**src/rtl/noc_input_fifo.sv**
```systemverilog
// rtl/noc_input_fifo.sv - flit input FIFO with val/ret upstream handshake and FWFT head
//
// Purpose: circular flit buffer ahead of the router output flow-control stage.
//   Upstream writes with val_in when ret_out is high; the downstream stage sees
//   the head flit on data_out with empty, and pops with read.
// Ports:
//   clk, rst_n          clock, asynchronous active-low reset
//   data_in, val_in     incoming flit and its valid
//   ret_out             high when a flit can be accepted (== ~full)
//   data_out            head flit, first-word-fall-through
//   empty, full, count  occupancy status decoded from registered count
//   read                pop request from the output flow-control stage
//   err                 (only with NOC_FIFO_ERR_FLAG_EN) sticky flag for a write
//                       while full or a read while empty
// Optional feature macro: NOC_FIFO_ERR_FLAG_EN

module noc_input_fifo #(
  parameter int DATA_WIDTH = 32,
  parameter int DEPTH      = 4,
  parameter int ADDR_W     = 2
) (
  input  logic                  clk,
  input  logic                  rst_n,
  input  logic [DATA_WIDTH-1:0] data_in,
  input  logic                  val_in,
  output logic                  ret_out,
  output logic [DATA_WIDTH-1:0] data_out,
  output logic                  empty,
  output logic                  full,
  input  logic                  read,
  output logic [ADDR_W:0]       count
`ifdef NOC_FIFO_ERR_FLAG_EN
  ,
  output logic                  err
`endif
);

  localparam logic [ADDR_W:0] FULL_COUNT = (ADDR_W+1)'(DEPTH);

  logic [DATA_WIDTH-1:0] mem [DEPTH];
  logic [ADDR_W-1:0]     wr_ptr;
  logic [ADDR_W-1:0]     rd_ptr;
  logic                  wr_fire;
  logic                  rd_fire;

  // Status is decoded from registered count only, so ret_out has no
  // combinational dependence on read.
  assign empty   = (count == '0);
  assign full    = (count == FULL_COUNT);
  assign ret_out = ~full;

  // When full and read arrive together only the read fires; when empty and
  // val_in arrive together only the write fires.
  assign wr_fire = val_in & ~full;
  assign rd_fire = read & ~empty;

  assign data_out = mem[rd_ptr];

  // Storage is deliberately not reset; control never looks at its contents.
  always_ff @(posedge clk) begin
    if (wr_fire) begin
      mem[wr_ptr] <= data_in;
    end
  end

  always_ff @(posedge clk or negedge rst_n) begin
    if (!rst_n) begin
      wr_ptr <= '0;
      rd_ptr <= '0;
      count  <= '0;
    end else begin
      if (wr_fire) begin
        wr_ptr <= wr_ptr + 1'b1;
      end
      if (rd_fire) begin
        rd_ptr <= rd_ptr + 1'b1;
      end
      if (wr_fire && !rd_fire) begin
        count <= count + 1'b1;
      end else if (rd_fire && !wr_fire) begin
        count <= count - 1'b1;
      end
    end
  end

`ifdef NOC_FIFO_ERR_FLAG_EN
  always_ff @(posedge clk or negedge rst_n) begin
    if (!rst_n) begin
      err <= 1'b0;
    end else if ((val_in && full) || (read && empty)) begin
      err <= 1'b1;
    end
  end
`endif

endmodule

```
**config.mk**
```make
export PLATFORM = sky130hd
export DESIGN_NAME = noc_input_fifo
export DESIGN_NICKNAME = d
export VERILOG_FILES = /design/src/rtl/noc_input_fifo.sv
export SDC_FILE = /design/constraint.sdc
export NUM_CORES = 1
export LEC_CHECK = 0
export ABC_AREA = 1
export CAP_MARGIN = 10
export CORE_UTILIZATION = 25
export DETAILED_ROUTE_END_ITERATION = 7
export GPL_TIMING_DRIVEN = 0
export SLEW_MARGIN = 20
export SYNTH_ARGS = -nofsm -noshare
export SYNTH_HDL_FRONTEND = slang
export SYNTH_SLANG_ARGS = --single-unit
```
**constraint.sdc**
```tcl
create_clock -name clk -period 7.4 [get_ports clk]
set_input_delay 1.48 -clock clk [delete_from_list [all_inputs] [get_ports clk]]
set_output_delay 1.48 -clock clk [all_outputs]
set_load 0.02 [all_outputs]
```
==> results of run 1 <==
-- cell type report --
cell class	instances	area share [%]
tap	280	4.73
sequential	135	54.3
multi-input combinational	198	14.7
inverter	81	4.11
buffer	21	2.42
timing repair buffer	77	11.4
clock inverter	12	2.45
clock buffer	20	5.90
-- kinds of logic (layout without fill, tap and decap cells) --
| kind of cell | count (synthesis) | after routing |
|---|---|---|
| and+or+nand+nor | 126 | 126 |
| xor gates and xnor gates | 1 | 1 |
| DFF | 135 | 135 |
| buffers and inverters | 102 | 211 |
| AOI/OAI and AO/OA | 65 | 65 |
| adders and majority gates | 6 | 6 |
-- sequential cells by signal, summed over array words and instances (netlist names) --
| name | cells |
|---|---|
| wr_ptr | 2 |
| rd_ptr | 2 |
| mem | 128 |
| count | 3 |
-- placed cells by master (no fill, tap or decap), drive strengths merged --
master         Yosys  final
nand2            114    114
nand4              1      1
xnor2              1      1
clkdlybuf4s50      0     73
nor2               4      4
clkinv             0      7
buf               19     23
o21ai              1      1
edfxtp           128    128
dfrtp              7      7
o211ai            64     64
bufinv             0      5
fa                 1      1
nand3              7      7
ha                 5      5
clkbuf             2     22
inv               81     81
-- per-stage QoR --
stage          power [mW]  hold WS [ns]  instance area, um2  worst slack (ns)  utilization (%)
6_report             3.23         0.526                7400              3.62             33.9
3_5_place_dp         2.40         0.506                6780              3.87             31.1
3_3_place_gp         2.35         0.514                6640              2.20             30.4
2_1_floorplan        1.80         0.484                5560              3.98                -
5_1_grt              3.43         0.557                7400              3.47             33.9
4_1_cts              3.29         0.521                7400              3.58             33.9
-- power by group through the flow --
stage | Clock (mW) | Combinational, mW | Sequential, mW
finish | 0.880 | 1.30 | 1.05
global placement | 0 | 1.27 | 1.08
floorplan | 0 | 0.720 | 1.07
detailed placement | 0 | 1.33 | 1.07
CTS | 0.898 | 1.34 | 1.05
global route | 0.929 | 1.44 | 1.07
-- worst max path at each step --
stage	startpoint	endpoint	slack (ns)	cells past startpoint
6_report	rd_ptr[0]$_DFFE_PN0P_	data_out[6]	3.62	6
5_1_grt	rd_ptr[0]$_DFFE_PN0P_	data_out[19]	3.47	6
4_1_cts	rd_ptr[0]$_DFFE_PN0P_	data_out[6]	3.58	6
3_5_place_dp	val_in	mem[0][7]$_DFFE_PP_	3.87	4
3_3_place_gp	val_in	mem[0][3]$_DFFE_PP_	2.20	3
2_1_floorplan	val_in	mem[0][0]$_DFFE_PP_	3.98	2
-- critical path, stage by stage (launching register included) --
cell and delay, ns:
dfrtp_1 0.42, inv_2 0.11, clkbuf_1 0.48, nand2_1 0.10, o211ai_1 0.11, nand2_1 0.11
clkdlybuf4s50_1 0.55
-- per-layer routing --
metal  share of wire, %  vias to the layer above
li1                   -                     1694
met1                 44                     1624
met2                 48                       79
met3                6.0                       16
met4                1.5                        0
met5                  0                        -
-- cell usage after synthesis --
library cell  count  area [um2]
fa_1              1        20.0
o21ai_0           1        5.00
edfxtp_1        128        3840
inv_1            80         300
o211ai_1         64         480
nand2_1         114         428
xnor2_1           1        8.76
nand4_1           1        6.26
inv_2             1        3.75
buf_2             5        25.0
nand3_1           7        35.0
buf_4             3        22.5
buf_6            11         124
nor2_1            4        15.0
clkbuf_1          2        7.51
dfrtp_1           7         175
ha_1              5        62.6
==> impl_metrics.tcl, run 1 <==
set metrics [dict create \
    status "complete, no violations" \
    ys_seq_elements 135 \
    layout-drive-gt1-share_pct 9.93 \
    hp-class "reg2reg" \
    crit_required_ns 5.92 \
    swShare_pct 34.3 \
    multi_input_area_um2 1090 \
    critPathKind "reg2out" \
    switching_power_mw 1.11 \
    num_antenna_cells 0 \
    rsz0062_at_grt "false" \
    cts_htree_levels 4 \
    dr.pass1.iters 4 \
    routedWlPerCell_um 15.2 \
    final_nets 573 \
    synthCells 435 \
    rrSetupSlack_ns 5.14 \
    use_met2_pct 18.8 \
    grt-busiest-layer "met2" \
    die_area_um2 22900 \
    grt_use_total_pct 11.8 \
    synth_top_family_by_area "compound AO/OA/AOI/OAI gates" \
    synthSimpleGateAreaFrac_pct 8.70 \
    regArea_um2 4020 \
    yosysSeqAreaShare_pct 72.2 \
    critPathLaunchType "flop" \
    core_um2 21800 \
    tritoncts "yes" \
    wirelength_um 12500 \
    synth_compound_area_share_pct 8.73 \
    fmax_mhz 265 \
    tightest_slew_ns 0.730 \
    final-instance-count-excl-fill 824 \
    cts_buffers 17 \
    die_h_um 151 \
    vias 3413 \
    period_needed_ns 3.78 \
    maxCapViolCount 0 \
    yosys-mux-area-fraction_pct 0 \
    grt_overflow 0 \
    dpl.hpwl_um 8180 \
    critPathMaxFanout 10 \
    p_int_mw 2.13 \
    place_congestion 0.679 \
    path_clk_slew_ns 0.06 \
    seq_power_share_pct 32.6 \
    fin_tns_setup_ns 0 \
    synth_fa_ha_area_share_pct 1.48 \
    fp.dieW_um 151 \
    syn_to_final_growth_pct 33.1 \
    ys.warnings.count 0 \
    cts_setup_buffers 0 \
    powerDensity_nw_per_um2 437 \
    grt_pass1_vias 3341 \
    synth_xor_area_share_pct 0.157 \
    ir_worst_vdd_v 0.000224 \
    power.leakage_nw 2.89 \
    avgSynthCellArea_um2 12.8 \
    fin_skew_ns 0.00637 \
    clockBufferDepth 2 \
    whs_path_depth 2 \
    synth_nets 477 \
    crit_path_end_kind "primary output" \
    p_clk_share_pct 27.2 \
    met1_usage_pct 14.7 \
    relSlewSlack_pct 51.2 \
    start_util_pct 25.5 \
    whs_endpoint "count[2]$_DFFE_PN0P_" \
    grt_util_met3_pct 3.92 \
    hold_viol_final 0 \
    root_buffer "clkbuf_16" \
    remaining_drc_errors 0 \
    io_buffers 73 \
    setup_viol 0 \
    hold_buffers 0 \
    antenna_found_initial 0 \
    synth.distinct_cells 17 \
    postRouteAntennaNets 0 \
    placedCellCount 792 \
    reg2reg_to "mem[0][9]$_DFFE_PP_" \
    cts_sinks 135 \
    combPwrFrac_pct 40.2 \
    r2r_cells 5 \
    post-route-period-util_pct 51.0 \
    ios 74 \
    arrival_ns 2.30 \
    via_per_inst 4.14 \
    drv_slew 0 \
    synth_area_um2 5560 \
    clk_latency_ns 0.42 \
    worstReg2RegStart "count[0]$_DFFE_PN0P_" \
    cts_resized 0 \
    drt_iter0_markers 172 \
    hp-start "count[2]$_DFFE_PN0P_" \
    fp-row-count 54 \
    grt_pass1_wl_um 19000 \
    nFillCells 2104 \
    grt_max_degree 20 \
]
Power figures use the tool's default switching activity.
==> run 2, diff against run 1 <==
clock period = 3.7 ns   (was 7.4 ns; I/O delays follow)
==> results of run 2 <==
Same layout as run 1 (identical final DEF). Status: complete, no violations.
Among the figures that moved: setup slack after placement 3.87 ns -> 0.911 ns; setup slack after layout 3.62 ns -> 0.664 ns; register-to-register setup slack 5.14 ns -> 1.44 ns; total power 3.23 mW -> 6.47 mW; worst IR drop on VDD 0.000224 V -> 0.000447 V
